[src/rtl/tx_frame_sequencer_if.sv]
// FIFO read port and modulator byte handshake of the TX frame sequencer.
// The master side is the sequencer, the slave side is the FIFO/modulator.
interface tx_frame_sequencer_if;
  logic       fifo_rden;
  logic [7:0] fifo_data;
  logic       mod_valid;
  logic [7:0] mod_data;
  logic       mod_ready;

  modport master (
    output fifo_rden, mod_valid, mod_data,
    input  fifo_data, mod_ready
  );

  modport slave (
    input  fifo_rden, mod_valid, mod_data,
    output fifo_data, mod_ready
  );
endinterface

[src/rtl/tx_frame_sequencer.sv]
// Arbitrates HPS data frames and navigation pings onto the shared acoustic TX path,
// streaming frame bytes from the TX FIFO to the modulator with a guard gap after each frame.
module tx_frame_sequencer #(
    parameter int LEN_W   = 8,
    parameter int GUARD_W = 32
) (
    input  logic               clk,
    input  logic               reset_n,
    input  logic               data_req,
    input  logic [LEN_W-1:0]   data_len,
    input  logic               nav_req,
    input  logic [LEN_W-1:0]   nav_len,
    input  logic [GUARD_W-1:0] guard_interval,
    tx_frame_sequencer_if.master bus,
    output logic               navig_timer_start,
    output logic               busy,
    output logic               active_src,
    output logic               done_irq,
    output logic [LEN_W-1:0]   bytes_left
);

    typedef enum logic [2:0] {
        IDLE  = 3'd0,
        FETCH = 3'd1,
        LOAD  = 3'd2,
        SEND  = 3'd3,
        GUARD = 3'd4
    } state_t;

    state_t             state;
    logic               pend_data;
    logic               pend_nav;
    logic [LEN_W-1:0]   data_len_q;
    logic [LEN_W-1:0]   nav_len_q;
    logic [GUARD_W-1:0] guard_cnt;
    logic               first_byte;

    logic               grant_nav;
    logic               grant_data;
    logic [LEN_W-1:0]   grant_len;
    logic               handshake;

    // Nav has strict priority; data waits in its pending flag.
    always_comb begin
        grant_nav  = (state == IDLE) && pend_nav;
        grant_data = (state == IDLE) && !pend_nav && pend_data;
        grant_len  = pend_nav ? nav_len_q : data_len_q;
        handshake  = (state == SEND) && bus.mod_valid && bus.mod_ready;
    end

    always_ff @(posedge clk or negedge reset_n) begin
        if (!reset_n) begin
            state             <= IDLE;
            pend_data         <= 1'b0;
            pend_nav          <= 1'b0;
            data_len_q        <= '0;
            nav_len_q         <= '0;
            guard_cnt         <= '0;
            first_byte        <= 1'b0;
            bus.fifo_rden     <= 1'b0;
            bus.mod_valid     <= 1'b0;
            bus.mod_data      <= '0;
            navig_timer_start <= 1'b0;
            busy              <= 1'b0;
            active_src        <= 1'b0;
            done_irq          <= 1'b0;
            bytes_left        <= '0;
        end else begin
            // A request landing on the cycle its flag is consumed re-arms it.
            if (data_req && (!pend_data || grant_data)) begin
                pend_data  <= 1'b1;
                data_len_q <= data_len;
            end else if (grant_data) begin
                pend_data  <= 1'b0;
            end
            if (nav_req && (!pend_nav || grant_nav)) begin
                pend_nav  <= 1'b1;
                nav_len_q <= nav_len;
            end else if (grant_nav) begin
                pend_nav  <= 1'b0;
            end

            bus.fifo_rden     <= 1'b0;
            navig_timer_start <= 1'b0;
            done_irq          <= 1'b0;

            case (state)
                IDLE: begin
                    if (grant_nav || grant_data) begin
                        busy       <= 1'b1;
                        active_src <= grant_nav;
                        bytes_left <= grant_len;
                        first_byte <= 1'b1;
                        if (grant_len == '0) begin
                            state     <= GUARD;
                            done_irq  <= 1'b1;
                            guard_cnt <= guard_interval;
                        end else begin
                            state         <= FETCH;
                            bus.fifo_rden <= 1'b1;
                        end
                    end
                end
                FETCH: state <= LOAD;
                LOAD: begin
                    bus.mod_data  <= bus.fifo_data;
                    bus.mod_valid <= 1'b1;
                    state         <= SEND;
                end
                SEND: begin
                    if (handshake) begin
                        bus.mod_valid     <= 1'b0;
                        bytes_left        <= bytes_left - LEN_W'(1);
                        first_byte        <= 1'b0;
                        navig_timer_start <= first_byte && active_src;
                        if (bytes_left == LEN_W'(1)) begin
                            state     <= GUARD;
                            done_irq  <= 1'b1;
                            guard_cnt <= guard_interval;
                        end else begin
                            state         <= FETCH;
                            bus.fifo_rden <= 1'b1;
                        end
                    end
                end
                GUARD: begin
                    // A loaded value of 0 or 1 both mean a single GUARD cycle.
                    if (guard_cnt <= GUARD_W'(1)) begin
                        state <= IDLE;
                        busy  <= 1'b0;
                    end else begin
                        guard_cnt <= guard_cnt - GUARD_W'(1);
                    end
                end
                default: begin
                    state <= IDLE;
                    busy  <= 1'b0;
                end
            endcase
        end
    end

endmodule

[src/flat_wrapper.sv]
// flat-port wrapper written by rule: the top's interface ports become plain ports
module tx_frame_sequencer_flat 
#(
    parameter int LEN_W   = 8,
    parameter int GUARD_W = 32
)
  (clk, reset_n, data_req, data_len, nav_req, nav_len, guard_interval, navig_timer_start, busy, active_src, done_irq, bytes_left, bus_fifo_rden, bus_mod_valid, bus_mod_data, bus_fifo_data, bus_mod_ready);
  tx_frame_sequencer_if bus_i ();
  input  logic clk;
  input  logic reset_n;
  input  logic data_req;
  input  logic [LEN_W-1:0] data_len;
  input  logic nav_req;
  input  logic [LEN_W-1:0] nav_len;
  input  logic [GUARD_W-1:0] guard_interval;
  output logic navig_timer_start;
  output logic busy;
  output logic active_src;
  output logic done_irq;
  output logic [LEN_W-1:0] bytes_left;
  output wire logic [$bits(bus_i.fifo_rden)-1:0] bus_fifo_rden;
  output wire logic [$bits(bus_i.mod_valid)-1:0] bus_mod_valid;
  output wire logic [$bits(bus_i.mod_data)-1:0] bus_mod_data;
  input wire logic [$bits(bus_i.fifo_data)-1:0] bus_fifo_data;
  input wire logic [$bits(bus_i.mod_ready)-1:0] bus_mod_ready;
  assign bus_fifo_rden = bus_i.fifo_rden;
  assign bus_mod_valid = bus_i.mod_valid;
  assign bus_mod_data = bus_i.mod_data;
  assign bus_i.fifo_data = bus_fifo_data;
  assign bus_i.mod_ready = bus_mod_ready;
  tx_frame_sequencer #(.LEN_W(LEN_W), .GUARD_W(GUARD_W)) u_core (.clk(clk), .reset_n(reset_n), .data_req(data_req), .data_len(data_len), .nav_req(nav_req), .nav_len(nav_len), .guard_interval(guard_interval), .bus(bus_i), .navig_timer_start(navig_timer_start), .busy(busy), .active_src(active_src), .done_irq(done_irq), .bytes_left(bytes_left));
endmodule
[config.mk]
export PLATFORM = sky130hd
export DESIGN_NAME = tx_frame_sequencer_flat
export DESIGN_NICKNAME = d
export VERILOG_FILES = /design/src/rtl/tx_frame_sequencer_if.sv /design/src/rtl/tx_frame_sequencer.sv /design/src/flat_wrapper.sv
export SDC_FILE = /design/constraint.sdc
export NUM_CORES = 1
export LEC_CHECK = 0
export CORE_AREA = 2 2 93 95
export DETAILED_ROUTE_END_ITERATION = 10
export DIE_AREA = 0 0 95 97
export GPL_TIMING_DRIVEN = 1
export PLACE_DENSITY_LB_ADDON = 0.2
export SLEW_MARGIN = 20
export SYNTH_ARGS = -nofsm -noshare
export SYNTH_HDL_FRONTEND = slang
export SYNTH_SLANG_ARGS = --single-unit
[constraint.sdc]
create_clock -name clk -period 3.2 [get_ports clk]
set_clock_uncertainty 0.05 [all_clocks]
set_input_delay 0.64 -clock clk [delete_from_list [all_inputs] [get_ports clk]]
set_output_delay 0.64 -clock clk [all_outputs]
set_load 0.005 [all_outputs]
==> impl_metrics.toml <==
[floorplanning]
rows = 33
top_level_ports = 83
start_util_pct = 50.5
die_area_mm2 = 0.00922
coreArea_mm2 = 0.00813
die_h_um = 97
dieWidth_um = 95

[global_route]
grt_pass1_vias = 3505
grt_max_degree = 77
antenna_found_initial = 0
grt_usage_pct = 22.9
grt_overflow = 0
grt_pass1_wl_um = 16900

[drt]
post_drt_wl_per_cell_um = 16.0
drc = 0
drt-total-wl_um = 9880
vias_per_cell = 5.87
firstDrtPassIters = 5
ant_nets = 0
vias = 3618
initialDrtViolationCount = 195

[sta]
post-route-period-util_pct = 86.1
slew_headroom_pct = 46.3
tns_ps = 0
rsz0062_at_grt = "false"
tightestPinTransition_ps = 804
max_freq_mhz = 363
slew_violations = 0
finalSetupViolCount = 0
finalHoldViolCount = 0
setup_ws_ps = 444
period_minus_slack_ps = 2760

[finish]
fillCellCount = 683
seqCellArea_mm2 = 0.00190
multi_input_area_mm2 = 0.00202
drive_above_1_share_pct = 11.9
fin_nets = 571
syn2layout_area_growth_pct = 26.0
diodes = 0

[synth]
yosys_warnings = 0
synth.avg_cell_area_um2 = 9.48
synth-edff-count = 0
ys_ff_latch = 76
ys.flop_type = "dfrtp_1"
syn_inst = 433
netlist_area_mm2 = 0.00411
synth_nets = 498
ys_seq_area_share_pct = 46.3
ys_types = 55
synthArstFlopShare_pct = 100

[clock_tree]
clk_latency_ps = 350
ctsRootBufferMaster = "clkbuf_8"
postCtsResizedCells = 0
clock-sinks = 76
cts_tree = "built"
h-tree-depth = 3
path_clk_slew_ps = 90
postCtsHoldBufs = 0
numCtsBuffers = 9
post_cts_buffers = 0
clock_path_buffers = 2

[worst_setup_path]
slowest_delay_ps = 550
path_class = "reg -> reg"
cp_top_family = "simple AND/OR/NAND/NOR gates"
slowest_stage = "or4_4"
worst_ep_arrival_time_ps = 2940
cp_cell_sequence = "or4_4, or3_2, nor4_2, a21o_1, inv_2, buf_4, o21a_1, o22a_1"
cp-start-kind = "flip-flop"
cp.buffers_inverters = 2
cp_max_fo = 15
worstSetupEndpointType = "flip-flop"
worstPathRequired_ps = 3390

[outcome]
status = "complete, no violations"

[hold_path]
hp-class = "in -> async"

[placement]
pre_cts_slack_ps = 360
place.gp.congestion = 0.884
placement.io_buffers = 82
place_hpwl_um = 7050

[power]
power_density_mw_per_mm2 = 736
peakVddDrop_mv = 0.360
leakagePower_nw = 2.19

[job]
maxCapViolations = 0
[cell type report]
type | instances | area share, %
Multi-Input combinational cell | 322 | 39.1
Sequential cell | 76 | 36.8
Timing Repair Buffer | 88 | 16.9
Tap cell | 105 | 2.54
Clock buffer | 9 | 2.39
Clock inverter | 7 | 1.60
Inverter | 9 | 0.653
[final timing paths]
check / slack, ps / depth (start not counted) / to / startpoint
setup / recovery: 440 / 8 / u_core.guard_cnt[26] / u_core.guard_cnt[22]
hold / removal: 190 / 1 / u_core.nav_len_q[7] / reset_n
setup reg to reg: 440 / 8 / u_core.guard_cnt[26] / u_core.guard_cnt[22]
hold reg to reg: 440 / 2 / u_core.first_byte / u_core.first_byte
max in group asynchronous: 2330 / 2 / u_core.guard_cnt[18] / reset_n
min in group clk: 440 / 2 / u_core.first_byte / u_core.first_byte
[metal layers]
metal	part of all wire, %	GRT usage, %	routed length, µm	vias to the layer above
li1	-	-	-	1755
met1	47	34.8	4610	1714
met2	46	33.0	4510	133
met3	6.5	4.83	642	16
met4	1.2	6.47	115	0
met5	0	0	0	-
[cell usage in the layout, fill, tap and decap left out, types with 5 or more instances in the layout]
cell type / count
buf_4: 6
a31oi_1: 6
nor4_1: 14
nor2_1: 40
o22a_1: 5
o21ai_0: 46
dfrtp_1: 76
clkdlybuf4s50_1: 81
or3_1: 5
nand3_1: 6
nand2_1: 34
mux2_2: 25
a22oi_1: 7
nor3_1: 14
a21oi_1: 37
inv_1: 8
mux2i_1: 8
clkbuf_8: 9
[stage by stage]
stage / area [µm²] / hold slack [ps] / cells / utilization [%] / power (mW)
floorplan: 4110 / 294 / 433 / - / 2.62
global placement: 4950 / 411 / 599 / 60.8 / 2.96
detailed placement: 4950 / 419 / 599 / 60.8 / 3.04
CTS: 5150 / 426 / 615 / 63.4 / 3.81
global route: 5170 / 215 / 616 / 63.6 / 4.11
finish: 5170 / 185 / 616 / 63.6 / 3.81
[cells by family after synthesis]
| family | Yosys count | share of synthesized area, % |
|---|---|---|
| adders and majority gates | 4 | 1.22 |
| DFF | 76 | 46.3 |
| muxes | 33 | 8.81 |
| buffers and inverters | 35 | 4.36 |
| AOI/OAI and AO/OA | 144 | 21.8 |
| and+or+nand+nor | 141 | 17.5 |
[registers in the layout, summed over array words and instances (netlist names), 3 cells and up]
name / cells
u_core.bus.mod_data: 8
u_core.bytes_left: 8
u_core.data_len_q: 8
u_core.guard_cnt: 32
u_core.nav_len_q: 8
u_core.state: 3
[synth_stat cells, drive strengths merged (2+ instances only)]
cell type / count / area, µm²
or4: 6 / 60.1
nor2b: 3 / 18.8
a21oi: 37 / 185
o31ai: 4 / 30.0
o22a: 5 / 43.8
o21ai: 47 / 235
nand2: 34 / 128
and2: 3 / 18.8
mux2: 25 / 282
or2: 2 / 15.0
a22o: 3 / 26.3
a32oi: 4 / 35.0
ha: 4 / 50.1
a31oi: 6 / 37.5
nand4: 3 / 18.8
nor4: 15 / 100
nor2: 40 / 150
inv: 9 / 33.8
o2bb2ai: 3 / 26.3
nor3b: 2 / 15.0
o21a: 4 / 30.0
or3: 8 / 57.6
a211oi: 4 / 30.0
buf: 7 / 62.6
a2bb2oi: 4 / 35.0
nand3: 6 / 30.0
mux2i: 8 / 80.1
nand2b: 2 / 12.5
dfrtp: 76 / 1900
o32ai: 3 / 26.3
clkbuf: 19 / 82.6
a21o: 3 / 22.5
nor3: 14 / 70.1
o22ai: 4 / 25.0
a22oi: 7 / 52.6
[report_power, final]
part / leakage (nW) / internal, mW / total (mW) / switching, mW
Clock: 0.0984 / 0.372 / 0.763 / 0.391
Sequential: 0.945 / 1.27 / 1.61 / 0.343
Combinational: 1.15 / 0.669 / 1.43 / 0.764
Total: 2.19 / 2.31 / 3.81 / 1.50
[worst register-to-register path: stages, from the launching register on]
cell and delay [ps]:
dfrtp_1 430, or4_4 560, or3_2 480, nor4_2 310, a21o_1 200, inv_2 120, buf_4 220, o21a_1 120
o22a_1 170
Power figures use the tool's default switching activity.
